`src/rtl/decode_issue.sv`:
```
// RV32I decode-and-issue stage: field extraction, busy-bit scoreboard and one-entry output register.
// Optional macro DECODE_WB_BYPASS_EN lets a same-cycle writeback clear the hazard check.
module decode_issue #(
  parameter int unsigned XLEN = 32
) (
  input  logic            clk,
  input  logic            rst_n,
  input  logic            in_valid,
  output logic            in_ready,
  input  logic [31:0]     in_instr,
  input  logic [XLEN-1:0] in_pc,
  output logic            out_valid,
  input  logic            out_ready,
  output logic [XLEN-1:0] out_pc,
  output logic [4:0]      rs1,
  output logic [4:0]      rs2,
  output logic [4:0]      rd,
  output logic [6:0]      opcode,
  output logic [2:0]      funct3,
  output logic [6:0]      funct7,
  output logic [31:0]     imm,
  output logic            rd_we,
  output logic            illegal,
  input  logic            wb_en,
  input  logic [4:0]      wb_rd,
  input  logic            flush,
  output logic [31:0]     busy_map
);

  localparam logic [6:0] OpReg    = 7'b0110011;
  localparam logic [6:0] OpImm    = 7'b0010011;
  localparam logic [6:0] OpLoad   = 7'b0000011;
  localparam logic [6:0] OpStore  = 7'b0100011;
  localparam logic [6:0] OpBranch = 7'b1100011;
  localparam logic [6:0] OpJalr   = 7'b1100111;
  localparam logic [6:0] OpJal    = 7'b1101111;
  localparam logic [6:0] OpLui    = 7'b0110111;
  localparam logic [6:0] OpAuipc  = 7'b0010111;
  localparam logic [6:0] OpFence  = 7'b0001111;
  localparam logic [6:0] OpSystem = 7'b1110011;

  typedef enum logic [0:0] {StEmpty, StFull} state_e;

  state_e state_q, state_d;

  logic [XLEN-1:0] pc_q;
  logic [4:0]      rs1_q, rs2_q, rd_q;
  logic [6:0]      opcode_q, funct7_q;
  logic [2:0]      funct3_q;
  logic [31:0]     imm_q;
  logic            rd_we_q, illegal_q;
  logic [31:0]     busy_q, busy_d;

  logic [6:0]  dec_op;
  logic [4:0]  dec_rs1, dec_rs2, dec_rd;
  logic [31:0] dec_imm;
  logic        dec_known, use_rs1, use_rs2, writes_rd, dec_rd_we;
  logic [31:0] hazard_busy;
  logic        hazard, accept;

  assign dec_op  = in_instr[6:0];
  assign dec_rs1 = in_instr[19:15];
  assign dec_rs2 = in_instr[24:20];
  assign dec_rd  = in_instr[11:7];

  always_comb begin
    dec_known = 1'b1;
    use_rs1   = 1'b0;
    use_rs2   = 1'b0;
    writes_rd = 1'b0;
    dec_imm   = '0;
    case (dec_op)
      OpReg: begin
        use_rs1   = 1'b1;
        use_rs2   = 1'b1;
        writes_rd = 1'b1;
      end
      OpImm, OpLoad, OpJalr: begin
        use_rs1   = 1'b1;
        writes_rd = 1'b1;
        dec_imm   = {{20{in_instr[31]}}, in_instr[31:20]};
      end
      OpStore: begin
        use_rs1 = 1'b1;
        use_rs2 = 1'b1;
        dec_imm = {{20{in_instr[31]}}, in_instr[31:25], in_instr[11:7]};
      end
      OpBranch: begin
        use_rs1 = 1'b1;
        use_rs2 = 1'b1;
        dec_imm = {{19{in_instr[31]}}, in_instr[31], in_instr[7], in_instr[30:25],
                   in_instr[11:8], 1'b0};
      end
      OpJal: begin
        writes_rd = 1'b1;
        dec_imm   = {{11{in_instr[31]}}, in_instr[31], in_instr[19:12], in_instr[20],
                     in_instr[30:21], 1'b0};
      end
      OpLui, OpAuipc: begin
        writes_rd = 1'b1;
        dec_imm   = {in_instr[31:12], 12'b0};
      end
      // Ordering and system instructions touch no scoreboarded registers.
      OpFence, OpSystem: dec_imm = {{20{in_instr[31]}}, in_instr[31:20]};
      default: dec_known = 1'b0;
    endcase
  end

  assign dec_rd_we = dec_known && writes_rd && (dec_rd != 5'd0);

`ifdef DECODE_WB_BYPASS_EN
  logic [31:0] wb_mask;
  assign wb_mask     = wb_en ? (32'd1 << wb_rd) : 32'd0;
  assign hazard_busy = busy_q & ~wb_mask;
`else
  assign hazard_busy = busy_q;
`endif

  assign hazard = dec_known && ((use_rs1 && hazard_busy[dec_rs1]) ||
                                (use_rs2 && hazard_busy[dec_rs2]) ||
                                (dec_rd_we && hazard_busy[dec_rd]));

  assign out_valid = (state_q == StFull);
  assign in_ready  = !flush && (!out_valid || out_ready) && !hazard;
  assign accept    = in_valid && in_ready;

  always_comb begin
    state_d = state_q;
    unique case (state_q)
      StEmpty: if (accept) state_d = StFull;
      StFull:  if (out_ready && !accept) state_d = StEmpty;
      default: state_d = StEmpty;
    endcase
    if (flush) state_d = StEmpty;
  end

  // Set beats clear; a flushed bundle releases its own destination.
  always_comb begin
    busy_d = busy_q;
    if (wb_en) busy_d[wb_rd] = 1'b0;
    if (flush && out_valid && rd_we_q) busy_d[rd_q] = 1'b0;
    if (accept && dec_rd_we) busy_d[dec_rd] = 1'b1;
    busy_d[0] = 1'b0;
  end

  always_ff @(posedge clk or negedge rst_n) begin
    if (!rst_n) begin
      state_q <= StEmpty;
      busy_q  <= '0;
    end else begin
      state_q <= state_d;
      busy_q  <= busy_d;
    end
  end

  always_ff @(posedge clk or negedge rst_n) begin
    if (!rst_n) begin
      pc_q      <= '0;
      rs1_q     <= '0;
      rs2_q     <= '0;
      rd_q      <= '0;
      opcode_q  <= '0;
      funct3_q  <= '0;
      funct7_q  <= '0;
      imm_q     <= '0;
      rd_we_q   <= 1'b0;
      illegal_q <= 1'b0;
    end else if (accept) begin
      pc_q      <= in_pc;
      rs1_q     <= dec_rs1;
      rs2_q     <= dec_rs2;
      rd_q      <= dec_rd;
      opcode_q  <= dec_op;
      funct3_q  <= in_instr[14:12];
      funct7_q  <= in_instr[31:25];
      imm_q     <= dec_imm;
      rd_we_q   <= dec_rd_we;
      illegal_q <= !dec_known;
    end
  end

  assign out_pc   = pc_q;
  assign rs1      = rs1_q;
  assign rs2      = rs2_q;
  assign rd       = rd_q;
  assign opcode   = opcode_q;
  assign funct3   = funct3_q;
  assign funct7   = funct7_q;
  assign imm      = imm_q;
  assign rd_we    = rd_we_q;
  assign illegal  = illegal_q;
  assign busy_map = busy_q;

endmodule

```
`config.mk`:
```
export PLATFORM = sky130hd
export DESIGN_NAME = decode_issue
export DESIGN_NICKNAME = d
export VERILOG_FILES = /design/src/rtl/decode_issue.sv
export SDC_FILE = /design/constraint.sdc
export NUM_CORES = 1
export LEC_CHECK = 0
export ABC_AREA = 1
export CAP_MARGIN = 30
export CORE_ASPECT_RATIO = 2
export CORE_MARGIN = 8
export CORE_UTILIZATION = 49
export DETAILED_ROUTE_END_ITERATION = 16
export PLACE_DENSITY = 0.93
export SYNTH_ARGS = -nofsm -noshare
export SYNTH_HDL_FRONTEND = slang
export SYNTH_SLANG_ARGS = --single-unit
```
`constraint.sdc`:
```
create_clock -name clk -period 3 [get_ports clk]
set_input_delay 0.6 -clock clk [delete_from_list [all_inputs] [get_ports clk]]
set_output_delay 0.6 -clock clk [all_outputs]
set_load 0.1 [all_outputs]
```
==> impl_summary.md, run 1 <==
Status
The flow ran to the end, and the final reports show no timing, DRC or antenna violations.

Route
The total via count in the routed design is 8671. The DRC marker count from the first detailed-route iteration is roughly 670. After detailed routing, the average wire length per cell comes to 19.5 um. The iteration count of the initial detailed-routing pass is 5. After detailed routing, the number of vias per cell comes to 5.80.

Summed over all layers, the routed wires come to 29200 um. The count of nets left with antenna violations once routing finished came out at 0. In the routed design, unresolved DRC markers number 0.

Logic synthesis
The xor-xnor portion of the synthesized cell area is 0%. The synthesized-area fraction occupied by ao, oa, aoi and oai cells is 7.35%. In this run the biggest area consumer among cell types represents approximately 44% of the synthesized area. The count of different cell masters after synthesis is 27.

For this run, the number of Yosys warnings is 0. Summing every instance area after synthesis gives 0.00737 mm^2. The synthesized net count is 1110.

Yosys mapped a number of flops with a built-in enable equal to 0. Synthesis produced a netlist whose cell count is 1035. The commonest register cell after synthesis is dfrtp_1. Ranked by total cell area, the synthesized netlist is headed by dfrtp_1, nand2_1, nand3_1, nor2_1, inv_1. The fraction of the yosys area taken by sequential cells is 44.1%. The cell accounting for the most synthesized area is dfrtp_1. The mean post-synth cell area is 7.12 um^2. The main combinational cell family by area after synthesis is simple AND/OR/NAND/NOR gates. Of the total synthesized cell area, the portion taken by AND, OR, NAND and NOR gates is 40.0%. After synthesis, the share of flip-flops with an asynchronous set or reset is 100%.

The synthesis-stage register bit count is 130. Of the total synthesized cell area, the portion taken by full adders, half adders and majority gates is 0%. The multiplexer fraction of the synthesized cell area is 0%.

Timing
The slew at the pin with the worst max-slew slack is 614 ps. The relative max-transition margin is 59.0%. The total count of hold-check failures in the final report is 0. The post-route clock period utilization is between 90% and 100%. The max-slew violation count came to 0. Setup violations remaining at the end of the flow were counted as 0. For this run, the top clock speed supported by timing is 343 MHz.

Between clock sinks in the finished design, the worst skew comes to 12.0 ps. The final-layout worst hold slack is 152 ps. The clock period could shrink to just under 3000 ps.

Critical path
The data required time at the worst endpoint is 2400 ps. In this run the worst path has a maximum fanout of 3. The worst setup path is captured at a primary output. In this run the critical register-to-register path is captured at busy_map[3]$_DFF_PN0_. Data on the critical path arrives at its endpoint at 2320 ps. The setup check on the worst reg-to-reg path leaves a slack of 600 ps. The reg-to-reg startpoint is busy_map[11]$_DFF_PN0_. The number of cell instances on the worst register-to-register path is 16.

The worst setup path is of the in2out kind. The worst setup path is launched from an input port.

Min path
The path class of the lowest-slack min-delay path is in2async.

Global route
The first global-routing pass estimated 44900 um of wire. The initial antenna violation count came to 1. The largest net degree at the start of global routing is 67. The global-route total usage across every layer is a little under a third.

The total congestion overflow is 0. The via count of the first global-routing pass came to 8706.

Clock tree
The longest clock path from root to sink contains 2 buffers. Counting the buffers created by CTS gives 17. The CTS tree is built. The clock latency reported for the late side of the worst-skew pair is 430 ps.

The quantity of hold-fixing buffers added after cts is 0. The clock-pin transition on the worst setup and hold timing paths is 70 ps. The root buffer cell is clkbuf_16. The clock tree synthesis step divided the H-tree into 4 levels. The number of clock sinks seen by CTS is 130.

Power
Across the VDD grid, the largest voltage drop is 0.000366 V. For this design the ratio of total power to cell area is approximately 630 mW/mm^2. Of the total power, the clock network draws 33.3%.

In this run, flip-flops and latches consume just over 30% of the power. Summed over all cells, the static leakage comes to 5.67 nW. The internal portion of total power is ~0.004 W. The switching part of the total power is 42.1%. The share of power burned in combinational logic is 36.1%. In this run the power spent charging and discharging nets is approximately 0.0028 W.

Die
Measured along the x axis, the die boundary spans around 100 um. The die covers roughly 0.02 mm^2. The count of boundary I/O pins is 207. The die height is around 190 um.

The number of placement rows is 63. The core outline area is ~0.015 mm^2. For this configuration, the core starts out at a cell density of between 50% and 60%.

Cells and area
From synthesis to final layout, the design area changed by 44.2%. Of the cells placed in the final design, the portion with a size suffix greater than 1 is 22.4%. After the last flow step, the layout net total stands at roughly 1400.

The filler-free cell count of the finished design is 1494. The count of fill cells added during filler insertion is 1069.

Place
Detailed placement ended at an HPWL of between 20000 and 25000 um. The cell count after placement is 1453. Routability-driven placement finished with a final weighted congestion of 1.02.

The count of buffers added on input and output ports is 205.

Job
The max-capacitance violation count is 0.
==> flip-flops by register name, summed over array words and instances (netlist names) <==
signal and count:
illegal 1, rd 5, rs2 5, out_valid 1, rd_we 1, imm 32
opcode 7, funct7 7, out_pc 32, funct3 3, busy_map 31, rs1 5
==> cell type report <==
| type | instances | area (um^2) | area share (%) |
|---|---|---|---|
| antenna | 1 | 2.50 | 0.0235 |
| timing repair inverter | 1 | 7.51 | 0.0706 |
| clock inverter | 13 | 183 | 1.72 |
| multi-input combinational | 764 | 3620 | 34.0 |
| timing repair buffer | 289 | 2550 | 24.0 |
| sequential | 130 | 3250 | 30.6 |
| clock buffer | 19 | 453 | 4.26 |
| tap | 195 | 244 | 2.29 |
| inverter | 82 | 319 | 3.00 |
==> cell usage in the layout (no fill, tap or decap), drive strengths merged, types with 26 or more instances in the layout <==
cell           instances
clkdlybuf4s50         60
buf                  216
o221ai                31
inv                   82
nor2                  85
o21ai                 26
nor3                  26
dfrtp                130
nand3                174
nand2                364
nand4                 32
==> worst max-delay path by stage <==
| stage | start | end | slack (ps) | depth (start not counted) |
|---|---|---|---|---|
| finish | in_instr[1] | in_ready | 80 | 10 |
| global route | in_instr[1] | in_ready | -30 | 10 |
| CTS | in_instr[8] | in_ready | 6 | 13 |
| detailed placement | in_instr[0] | busy_map[3]$_DFF_PN0_ | -50 | 15 |
| global placement | in_instr[9] | in_ready | -50 | 10 |
| floorplan | in_instr[8] | in_ready | 180 | 14 |
==> logic make-up (layout without fill, tap and decap cells) <==
logic type,count (synthesis),after routing
DFF,130,130
other,1,2
and+or+nand+nor,683,684
AOI/OAI and AO/OA,79,79
buffers and inverters,142,404
==> routing by layer <==
metal	global-route usage (%)	wire, um	share of wire [%]
met1	30.9	9360	32
met2	52.9	15400	53
met3	4.93	2130	7.3
met4	21.5	2350	8.1
met5	0	0	0
==> synth_stat cells, types with 2 or more instances <==
| library cell | n |
|---|---|
| a21oi_1 | 9 |
| buf_1 | 7 |
| buf_2 | 21 |
| buf_4 | 11 |
| buf_6 | 3 |
| clkbuf_1 | 18 |
| dfrtp_1 | 130 |
| inv_1 | 78 |
| inv_2 | 3 |
| nand2_1 | 358 |
| nand2_2 | 2 |
| nand2_4 | 3 |
| nand3_1 | 174 |
| nand4_1 | 32 |
| nor2_1 | 83 |
| nor2_4 | 2 |
| nor3_1 | 25 |
| o211ai_1 | 11 |
| o21ai_0 | 26 |
| o221ai_1 | 31 |
| o22ai_1 | 2 |
==> timing repair <==
| action | 4_1_cts | 5_1_grt |
|---|---|---|
| setup buffers | 1 | 4 |
| pin swaps | 1 | 16 |
| gates resized for setup | 4 | 56 |
| setup endpoints to repair | 1 | 1 |
| gates cloned | 0 | 3 |
==> critical path, cell delays in order <==
cell	delay, ps
clkdlybuf4s50_1	490
buf_4	120
nand4_1	190
nor2_2	180
inv_1	100
o21ai_1	130
nand3_1	140
nand2_2	130
nor2_4	70
buf_12	160
==> power by group through the flow <==
stage | Sequential, W | Combinational [W] | Clock [W]
global placement | 0.00208 | 0.00237 | 0
global route | 0.00208 | 0.00253 | 0.00233
floorplan | 0.00333 | 0.000437 | 0
detailed placement | 0.00209 | 0.00239 | 0
CTS | 0.00206 | 0.00241 | 0.00225
finish | 0.00206 | 0.00244 | 0.00224
==> metrics by stage <==
step / util [%] / setup TNS [ps] / setup WS (ps) / cell area, um^2 / power [W]
floorplan: - / 0 / 179 / 7370 / 0.00377
global placement: 66.1 / -626 / -49.2 / 9750 / 0.00444
detailed placement: 66.1 / -708 / -47.0 / 9750 / 0.00448
CTS: 70.6 / 0 / 5.60 / 10400 / 0.00671
global route: 72.1 / -33.6 / -33.6 / 10600 / 0.00694
finish: 72.1 / 0 / 83.0 / 10600 / 0.00674
Note: power is estimated with default switching activity, not from simulation.
==> run 2, diff against run 1 <==
Settings changed: GPL_ROUTABILITY_DRIVEN from default to 0.
==> run 2 against run 1 <==
Largest cell class unchanged. Cell area decreased by 1.4%. Cell count shrank 0.33%. Clock skew grew 4.7 ps. Largest power group unchanged.
==> impl_summary.md, run 2 (same netlist as run 1, synthesis figures left out) <==
Critical path
The reg-to-reg startpoint was busy_map[11]$_DFF_PN0_ (unchanged). The type of the setup path with the least slack was in2out (unchanged). The library cell contributing the largest single delay on the critical path is clkdlybuf4s50_1 (unchanged). The largest incremental delay on the critical path is 500 ps (was 490 ps). The critical path launch point type is an input port (unchanged).

Cells along the critical path: clkdlybuf4s50_1, buf_4, nand4_1, nor2_1, inv_2, o21ai_0, nand3_1, nand2_2, nor2_4, buf_12 (was clkdlybuf4s50_1, buf_4, nand4_1, nor2_2, inv_1, o21ai_1, nand3_1, nand2_2, nor2_4, buf_12). The type of element capturing the critical path is a primary output (unchanged). The largest driver fanout on the critical path came to 3 (unchanged).

The data required time at the worst endpoint is 2400 ps (about the same). The reg-to-reg setup timing slack is 680 ps (was 600 ps). The category of cells accounting for the largest share of critical-path delay is buffers and inverters (unchanged). The endpoint of the lowest-slack register-to-register path is imm[6]$_DFFE_PN0P_ (was busy_map[3]$_DFF_PN0_). The data arrival time of the critical path is 2350 ps (was 2320 ps).

The combined buffer and inverter count along the critical path is 4 (unchanged). The number of cell instances on the worst register-to-register path is 17 (was 16).

Job
The max-capacitance violation count came to 0 (unchanged).

Power
The switching part of the total power came to 43.4% (was 42.1%). The share of power burned in combinational logic was 37.5% (was 36.1%). The share of total power in sequential cells is 31.9% (was 30.6%). The peak ir drop on the vdd network is 0.000401 V (was 0.000366 V). The leakage power summed over all cells is 5.56 nW (was 5.67 nW). The clock group share of total power came to 30.6% (was 33.3%). The power density relative to cell area is 616 mW/mm^2 (was 634 mW/mm^2).

The internal portion of total power is 0.00366 W (was 0.00390 W). The switching power summed over all nets is 0.00280 W (was 0.00284 W).

Die
The effective utilization at floorplan is 50.0% (unchanged). The die width is 103 um (unchanged). The count of boundary I/O pins is 207 (unchanged). The die height is 189 um (unchanged).

The number of placement rows was 63 (unchanged). The overall die area is 0.0195 mm^2 (unchanged). The core outline area is 0.0147 mm^2 (unchanged).

Global route
The via count of the first global-routing pass is 8439 (was 8706). The total congestion overflow is 0 (unchanged). The wire length of the first global-routing pass is 43700 um (was 44900 um).

The global-route total usage across every layer is 29.5% (was 30.1%). The largest net degree at the start of global routing was 84 (was 67). The initial antenna violation count is 0 (was 1).

Cells and area
The area growth from synthesis to layout is 42.1% (was 44.2%). The fraction of layout instances using a drive strength above 1 came to 21.4% (was 22.4%). Commonest non-fill, non-tap cells in the layout: nand2_1, buf_4, nand3_1, dfrtp_1, nor2_1 (unchanged). The area taken by flip-flops and latches came to 0.00325 mm^2 (unchanged).

The count of fill cells added during filler insertion is 1107 (was 1069). The filler-free cell count of the finished design is 1489 (was 1494). The leading cell type in the layout, fill and taps excluded is nand2_1 (unchanged).

The final net count is 1357 (was 1360). The total area of multi-input combinational cells is 0.00358 mm^2 (was 0.00362 mm^2). The final antenna diode count is 0 (was 1).

Route
The routed wire length is 28400 um (was 29200 um). The met3 wire length is 2140 um (was 2130 um). The DRC marker count from the first detailed-route iteration is 748 (was 673). The DRC violation count after routing was 0 (unchanged).

The number of routed nets with antenna violations is 0 (unchanged). The routed via count divided by cell count is 5.84 (was 5.80). The average wire per cell in the routed design came to 19.1 um (was 19.5 um). The wire length on met1 was 9080 um (was 9360 um). The total via count in the routed design is 8691 (was 8671). The sum of met2 wire segment lengths after detailed routing came to 14800 um (was 15400 um). The iteration count of the initial detailed-routing pass is 5 (unchanged). The top layer reached by signal wires is met4 (unchanged).

Timing
The relative max-transition margin came to 50.4% (was 59.0%). The post-route clock period utilization came to 98.3% (was 97.2%). The count of endpoints failing setup in the final report is 0 (unchanged). The slew at the pin with the worst max-slew slack is 744 ps (was 614 ps). The max-slew violation count is 0 (unchanged). The upper clock frequency limit is 339 MHz (was 343 MHz). The worst path setup slack after routing is 50.4 ps (was 83.0 ps). The total count of hold-check failures in the final report is 0 (unchanged). The clock skew after layout is 16.7 ps (was 12.0 ps). The time the final worst path needs with I/O delays and setup is 2950 ps (was 2920 ps).

Clock tree
The clock-pin transition on the worst setup and hold timing paths is 60 ps (was 70 ps). The number of clock sinks seen by CTS is 130 (unchanged). The clock latency reported for the late side of the worst-skew pair is 430 ps (about the same).

The root buffer cell is clkbuf_16 (unchanged). The H-tree depth reported by CTS came to 4 (unchanged). The quantity of hold-fixing buffers added after cts came to 0 (unchanged).

The CTS tree was built (unchanged). The deepest clock path buffer count is 2 (unchanged). The CTS buffer count was 17 (unchanged).

Status
Status: finished clean (unchanged).

Place
The number of buffer cells added on primary ports was 205 (unchanged). The cell count after placement is 1451 (was 1453). The placement-stage worst setup slack came to -37.0 ps (was -47.0 ps). The HPWL reported at the end of detailed placement is 20600 um (was 20700 um).

Min path
The path class of the lowest-slack min-delay path is in2async (unchanged).
[run 2: changes by cell type in the layout (fill, tap and decap cells not counted), moves of 3 or more]
cell	delta
clkdlybuf4s50_1	+5
bufinv_16	-3
nand2_2	-5
nand2_1	+5
dlymetal6s2s_1	-6
[run 2: per-stage QoR]
step	util (%)	power [W]	area [um^2]	hold WS, ps	TNS (ps)
floorplan	-	0.00377	7370	304	0
global placement	66.0	0.00444	9730	455	-8.65
detailed placement	66.0	0.00447	9730	459	-37.0
CTS	69.9	0.00644	10300	243	0
global route	71.1	0.00667	10500	270	-19.3
finish	71.1	0.00646	10500	221	0
[run 2: cell type report]
type                    count  area share [%]
clock inverters            10           0.812
well taps                 195            2.33
multi-input cells         763            34.2
clock buffers              21            4.49
flip-flops and latches    130            31.0
inverters                  82            3.02
repair buffers            287            24.0
repair inverters            1          0.0716
[run 2: worst max-delay path by stage]
| stage | startpoint | end | slack (ps) | cells after the start |
|---|---|---|---|---|
| 2_1_floorplan | in_instr[8] | in_ready | 180 | 14 |
| 3_3_place_gp | in_instr[21] | in_ready | -9 | 10 |
| 3_5_place_dp | in_instr[1] | in_ready | -40 | 12 |
| 4_1_cts | in_instr[7] | in_ready | 10 | 14 |
| 5_1_grt | in_instr[5] | in_ready | -20 | 10 |
| 6_report | in_instr[1] | in_ready | 50 | 10 |
[run 2: worst reg2reg max path, cell delays in order (launching register included)]
cell	delay [ps]
dfrtp_1	460
inv_1	130
nand2_1	60
o21ai_0	100
nand2_1	120
nand2_1	90
nand2_1	50
nand2_1	60
nor2_1	40
nand3_1	80
nand2_2	90
nor2_4	190
buf_4	140
buf_4	120
nand2_4	100
buf_12	210
nand2_1	110
nand2_1	60
[run 2: layer usage]
metal	track usage, %	up-vias
met3	5.59	188
met5	0	-
met2	51.1	560
li1	-	3917
met1	29.6	4026
met4	23.3	0
[run 2: what timing repair did]
action	CTS	global route
setup buffers	0	5
endpoints found under the hold margin	0	0
gates cloned	0	2
pin swaps	1	9
endpoints found under the setup margin	1	1
resized for setup	5	36
[run 2: power by group through the flow]
| stage | combinational, W | sequential, W | clock [W] |
|---|---|---|---|
| after floorplan | 0.000437 | 0.00333 | 0 |
| after global placement | 0.00236 | 0.00208 | 0 |
| after detailed placement | 0.00239 | 0.00209 | 0 |
| after CTS | 0.00240 | 0.00206 | 0.00199 |
| after global routing | 0.00251 | 0.00208 | 0.00208 |
| final | 0.00242 | 0.00206 | 0.00197 |
